## config.mk

```make
export PLATFORM = sky130hd
export DESIGN_NAME = reaction_timer_ctrl
export DESIGN_NICKNAME = d
export VERILOG_FILES = /design/src/rtl/reaction_timer_ctrl.sv
export SDC_FILE = /design/constraint.sdc
export NUM_CORES = 1
export LEC_CHECK = 0
export ABC_CLOCK_PERIOD_IN_PS = 2400
export CAP_MARGIN = 20
export CORE_UTILIZATION = 54
export DETAILED_ROUTE_END_ITERATION = 16
export HOLD_SLACK_MARGIN = 0.02
export PLACE_DENSITY_LB_ADDON = 0.2
export SLEW_MARGIN = 20
export SYNTH_ARGS = -nofsm -noshare
export SYNTH_HDL_FRONTEND = slang
export SYNTH_SLANG_ARGS = --single-unit
```

## constraint.sdc

```tcl
create_clock -name Clock -period 2.4 [get_ports Clock]
set_input_delay 0.48 -clock Clock [delete_from_list [all_inputs] [get_ports Clock]]
set_output_delay 0.48 -clock Clock [all_outputs]
set_load 0.01 [all_outputs]
```

## src/rtl/reaction_timer_ctrl.sv

```systemverilog
// Sequencing controller for the reaction-timer BCD counter: clear, prescaled delay,
// stimulus LED, prescaled count enables, early-press detection and saturation at 99.
module reaction_timer_ctrl #(
    parameter int DIV         = 500,
    parameter int DELAY_TICKS = 8
) (
    input  logic       Clock,
    input  logic       Resetn,
    input  logic       Go,
    input  logic       Stop,
    input  logic [3:0] BCD1,
    input  logic [3:0] BCD0,
    output logic       Clear,
    output logic       E,
    output logic       LED,
    output logic       Done,
    output logic       Early,
    output logic       Ovf
);
    localparam int PW = (DIV > 2) ? $clog2(DIV) : 1;
    localparam logic [PW-1:0] PRESC_LAST = PW'(DIV - 1);
    localparam logic [7:0]    DELAY_LAST = 8'(DELAY_TICKS - 1);

    typedef enum logic [2:0] {
        S_IDLE,
        S_CLR,
        S_WAIT,
        S_RUN,
        S_HOLD
    } state_t;

    state_t          state_reg, state_next;
    logic [PW-1:0]   presc_reg, presc_next;
    logic [7:0]      delay_reg, delay_next;
    logic            clear_reg, clear_next;
    logic            e_reg, e_next;
    logic            led_reg, led_next;
    logic            done_reg, done_next;
    logic            early_reg, early_next;
    logic            ovf_reg, ovf_next;

    logic            tick;
    logic            last_delay;
    logic            at_99;
    logic [3:0]      digit [2];
    logic [1:0]      digit_nine;

    assign tick       = (presc_reg == PRESC_LAST);
    assign last_delay = (delay_reg == DELAY_LAST);

    // Saturation triggers only on the exact pattern 9,9; other digit values are trusted.
    assign digit[0] = BCD0;
    assign digit[1] = BCD1;
    for (genvar gi = 0; gi < 2; gi++) begin : g_nine
        assign digit_nine[gi] = (digit[gi] == 4'd9);
    end
    assign at_99 = &digit_nine;

    always_ff @(posedge Clock or negedge Resetn) begin
        if (!Resetn) begin
            state_reg <= S_IDLE;
            presc_reg <= '0;
            delay_reg <= '0;
            clear_reg <= 1'b0;
            e_reg     <= 1'b0;
            led_reg   <= 1'b0;
            done_reg  <= 1'b0;
            early_reg <= 1'b0;
            ovf_reg   <= 1'b0;
        end else begin
            state_reg <= state_next;
            presc_reg <= presc_next;
            delay_reg <= delay_next;
            clear_reg <= clear_next;
            e_reg     <= e_next;
            led_reg   <= led_next;
            done_reg  <= done_next;
            early_reg <= early_next;
            ovf_reg   <= ovf_next;
        end
    end

    always_comb begin
        state_next = state_reg;
        case (state_reg)
            S_IDLE: if (Go) state_next = S_CLR;
            S_CLR:  state_next = S_WAIT;
            S_WAIT: begin
                if (Stop)                    state_next = S_HOLD;
                else if (tick && last_delay) state_next = S_RUN;
            end
            S_RUN: begin
                if (Stop)               state_next = S_HOLD;
                else if (tick && at_99) state_next = S_HOLD;
            end
            S_HOLD: if (Go) state_next = S_CLR;
            default: state_next = S_IDLE;
        endcase
    end

    // Registered outputs and datapath next values; Clear and E default low so they pulse.
    always_comb begin
        presc_next = presc_reg;
        delay_next = delay_reg;
        clear_next = 1'b0;
        e_next     = 1'b0;
        led_next   = led_reg;
        done_next  = done_reg;
        early_next = early_reg;
        ovf_next   = ovf_reg;
        case (state_reg)
            S_IDLE, S_HOLD: begin
                if (Go) begin
                    clear_next = 1'b1;
                    done_next  = 1'b0;
                    early_next = 1'b0;
                    ovf_next   = 1'b0;
                end
            end
            S_CLR: begin
                presc_next = '0;
                delay_next = '0;
                led_next   = 1'b0;
                done_next  = 1'b0;
                early_next = 1'b0;
                ovf_next   = 1'b0;
            end
            S_WAIT: begin
                presc_next = tick ? '0 : presc_reg + PW'(1);
                if (tick) delay_next = delay_reg + 8'd1;
                if (Stop) begin
                    early_next = 1'b1;
                    done_next  = 1'b1;
                end else if (tick && last_delay) begin
                    led_next = 1'b1;
                end
            end
            S_RUN: begin
                presc_next = tick ? '0 : presc_reg + PW'(1);
                if (Stop) begin
                    led_next  = 1'b0;
                    done_next = 1'b1;
                end else if (tick) begin
                    if (at_99) begin
                        ovf_next  = 1'b1;
                        done_next = 1'b1;
                        led_next  = 1'b0;
                    end else begin
                        e_next = 1'b1;
                    end
                end
            end
            default: begin
                led_next = 1'b0;
            end
        endcase
    end

    assign Clear = clear_reg;
    assign E     = e_reg;
    assign LED   = led_reg;
    assign Done  = done_reg;
    assign Early = early_reg;
    assign Ovf   = ovf_reg;

endmodule

```

==> impl_metrics.json <==
{
  "holdCritPathClass": "input port to asynchronous set/reset pin",
  "initial_core_util_pct": 57.1,
  "power.static_leakage_nw": 0.647,
  "portBuffers": 17,
  "fp.dieW_microns": 53.0,
  "drt_pass1_iterations": 4,
  "worstReg2RegStart": "presc_reg[0]$_DFFE_PN0P_",
  "synth.ff_latch_count": 26,
  "postSynthNetCount": 156,
  "globalplace.congestion": 0.897,
  "grt_remaining_overflow": 0,
  "worst_skew_pair.late_latency_ns": 0.32,
  "r2r_setup_slack_ns": 0.37,
  "cts-hold-fix-buffers": 0,
  "grt_antenna_before_repair": 0,
  "cts.clk_slew.worst_paths_ns": 0.14,
  "max_clock_freq_mhz": 494,
  "tritoncts": "yes",
  "place.detailed.hpwl_microns": 2100,
  "syn_avg_cell_area_sq_um": 9.88,
  "floorplan.core_area_sq_um": 2450,
  "vdd_ir_drop_max_uv": 508,
  "ys.flop_type": "sky130_fd_sc_hd__dfrtp_1",
  "drive_gt1_share_pct": 8.28,
  "synth_cells": 142,
  "antenna_violating_nets_post_route": 0,
  "max-clock-path-buffers": 2,
  "final-hold-violation-count": 0,
  "netlist-cell-type-count": 47,
  "route.vias.total": 1143,
  "post_dp_cell_area_sq_um": 1570,
  "finalWirelength_microns": 2900,
  "final.setup_skew_ns": 0.00891,
  "routedWlPerCell_microns": 15.5,
  "design.die.area_sq_um": 2810,
  "required_ns": 2.67,
  "worst_slew_margin_rel_pct": 68.6,
  "cts.htree.levels": 1,
  "clock_tree.root_cell": "sky130_fd_sc_hd__clkbuf_4",
  "setup_viol": 0,
  "layout_min_cycle_time_ns": 2.03,
  "grt_pass1_vias": 1056,
  "post_cts.repair.setup_buffers": 0,
  "grt_start_max_net_pins": 27,
  "syn2layout_area_growth_pct": 13.7,
  "overall_routing_resource_usage_pct": 22.7,
  "synth.largest_area_cell": "sky130_fd_sc_hd__dfrtp_1",
  "synth.cell_area_sq_um": 1400,
  "synth.top_cell.area_share_pct": 46.4,
  "worst-setup-path-type": "register to register",
  "crit_path_max_fanout": 8,
  "synth_edf_count": 0,
  "drtIter0Drc": 29,
  "cts-resized-gates": 0,
  "yosysWarnings": 0,
  "regToRegEndpoint": "LED$_DFFE_PN0P_",
  "cts_buffers": 3,
  "period_share_pct": 84.4,
  "worst_r2r_path_depth": 5,
  "floorplan.rows": 18,
  "drcViolationCount": 0,
  "totalNegativeSetupSlack_ns": 0,
  "first_pass_grt_wire_length_microns": 4700,
  "largest_register_ffs": 9,
  "fp.dieH_microns": 53.0,
  "detail_route.vias_per_cell": 6.11,
  "n_antenna_cell": 0,
  "crit_path_start_kind": "register",
  "max_slew.worst_pin.slew_ns": 0.465,
  "synth-seq-area-share_pct": 46.4,
  "clock_sinks": 26,
  "synth_area_leaders": "sky130_fd_sc_hd__dfrtp_1 46%, sky130_fd_sc_hd__a21oi_1 3.9%, sky130_fd_sc_hd__o21ai_0 3.6%",
  "power_density_nw_per_um2": 750,
  "worstSetupEndpointType": "register",
  "num_io_pins": 18,
  "postLayoutCellArea_sq_um": 1600,
  "layout.cells.most_common": "sky130_fd_sc_hd__dfrtp_1",
  "most-common-layout-cells": "26 x sky130_fd_sc_hd__dfrtp_1, 17 x sky130_fd_sc_hd__clkdlybuf4s50_1, 11 x sky130_fd_sc_hd__a21oi_1",
  "rsz0062_at_grt": "no",
  "finish.net_count": 173,
  "maxCapViolations": 0,
  "cp_data_arrival_time_ns": 2.30,
  "async_reset_ff_share_pct": 100,
  "status": "complete, no violations",
  "slew_viol_final": 0
}
[cell type report]
class	count	area, sq um
multi-input cells	102	677
repair buffers	18	178
clock buffers	3	22.5
well taps	30	37.5
fillers	222	860
inverters	8	30.0
flip-flops and latches	26	651
[report_power, final]
part,internal [mW],switching [mW],total (mW)
logic,0.197,0.235,0.432
clock network,0.0588,0.129,0.188
registers,0.498,0.0784,0.577
[worst max-delay path by stage]
stage,start,to,slack [ns],depth (start not counted)
global placement,BCD0[3],state_reg[1]$_DFFE_PN0P_,0.19,5
finish,presc_reg[0]$_DFFE_PN0P_,LED$_DFFE_PN0P_,0.37,5
CTS,presc_reg[0]$_DFFE_PN0P_,LED$_DFFE_PN0P_,0.38,5
floorplan,BCD0[1],state_reg[1]$_DFFE_PN0P_,0.71,4
detailed placement,BCD0[3],LED$_DFFE_PN0P_,0.07,5
global route,presc_reg[0]$_DFFE_PN0P_,LED$_DFFE_PN0P_,0.15,5
[cells in the mapped netlist, types with 2 or more instances]
cell type,n
sky130_fd_sc_hd__and3_2,2
sky130_fd_sc_hd__buf_4,2
sky130_fd_sc_hd__and3_1,2
sky130_fd_sc_hd__or2_2,2
sky130_fd_sc_hd__o32ai_1,2
sky130_fd_sc_hd__nand4_1,5
sky130_fd_sc_hd__ha_1,2
sky130_fd_sc_hd__dfrtp_1,26
sky130_fd_sc_hd__nand3_1,8
sky130_fd_sc_hd__nor4bb_1,3
sky130_fd_sc_hd__xor2_1,2
sky130_fd_sc_hd__o21ai_0,10
sky130_fd_sc_hd__a22o_1,2
sky130_fd_sc_hd__nand2_1,8
sky130_fd_sc_hd__clkbuf_1,2
sky130_fd_sc_hd__o22ai_1,2
sky130_fd_sc_hd__o31ai_1,2
sky130_fd_sc_hd__inv_1,8
sky130_fd_sc_hd__nor2_1,6
sky130_fd_sc_hd__nand2b_1,2
sky130_fd_sc_hd__or3_1,4
sky130_fd_sc_hd__a21oi_1,11
sky130_fd_sc_hd__nor3_1,3
sky130_fd_sc_hd__and2_1,2
sky130_fd_sc_hd__buf_6,2
[per-stage QoR]
| step | cells | hold WS (ns) | total power [mW] | setup WS (ns) | utilization (%) |
|---|---|---|---|---|---|
| after floorplan | 142 | 0.184 | 0.893 | 0.714 | - |
| after global routing | 187 | 0.547 | 1.27 | 0.154 | 65.0 |
| after detailed placement | 184 | 0.508 | 1.02 | 0.0731 | 64.1 |
| after global placement | 184 | 0.494 | 1.00 | 0.188 | 64.1 |
| final | 187 | 0.518 | 1.20 | 0.374 | 65.0 |
| after CTS | 187 | 0.521 | 1.20 | 0.375 | 65.0 |
[logic make-up after synthesis]
family | Yosys count | synth area share [%]
adder cells (fa/ha/maj) | 2 | 1.78
buffers and inverters | 14 | 5.35
AO/OA/AOI/OAI | 38 | 17.4
XOR/XNOR | 3 | 1.87
multiplexers | 2 | 1.52
flip-flops | 26 | 46.4
AND/OR/NAND/NOR | 57 | 25.7
[worst max-delay path, stage by stage, from the launching register on]
cell and delay [ns]:
sky130_fd_sc_hd__dfrtp_1 0.40, sky130_fd_sc_hd__ha_1 0.23, sky130_fd_sc_hd__and4bb_1 0.45, sky130_fd_sc_hd__nand4_1 0.21, sky130_fd_sc_hd__a2111oi_0 0.47, sky130_fd_sc_hd__o32a_1 0.23
[per-layer routing]
metal,part of all wire (%),track usage (%),wire length [microns],vias to the layer above
met4,0.52,6.58,15,0
met2,47,36.9,1350,22
met1,50,31.4,1440,560
li1,-,-,-,559
met5,0,0,0,-
met3,3.1,2.59,90,2
Power figures use the tool's default switching activity.
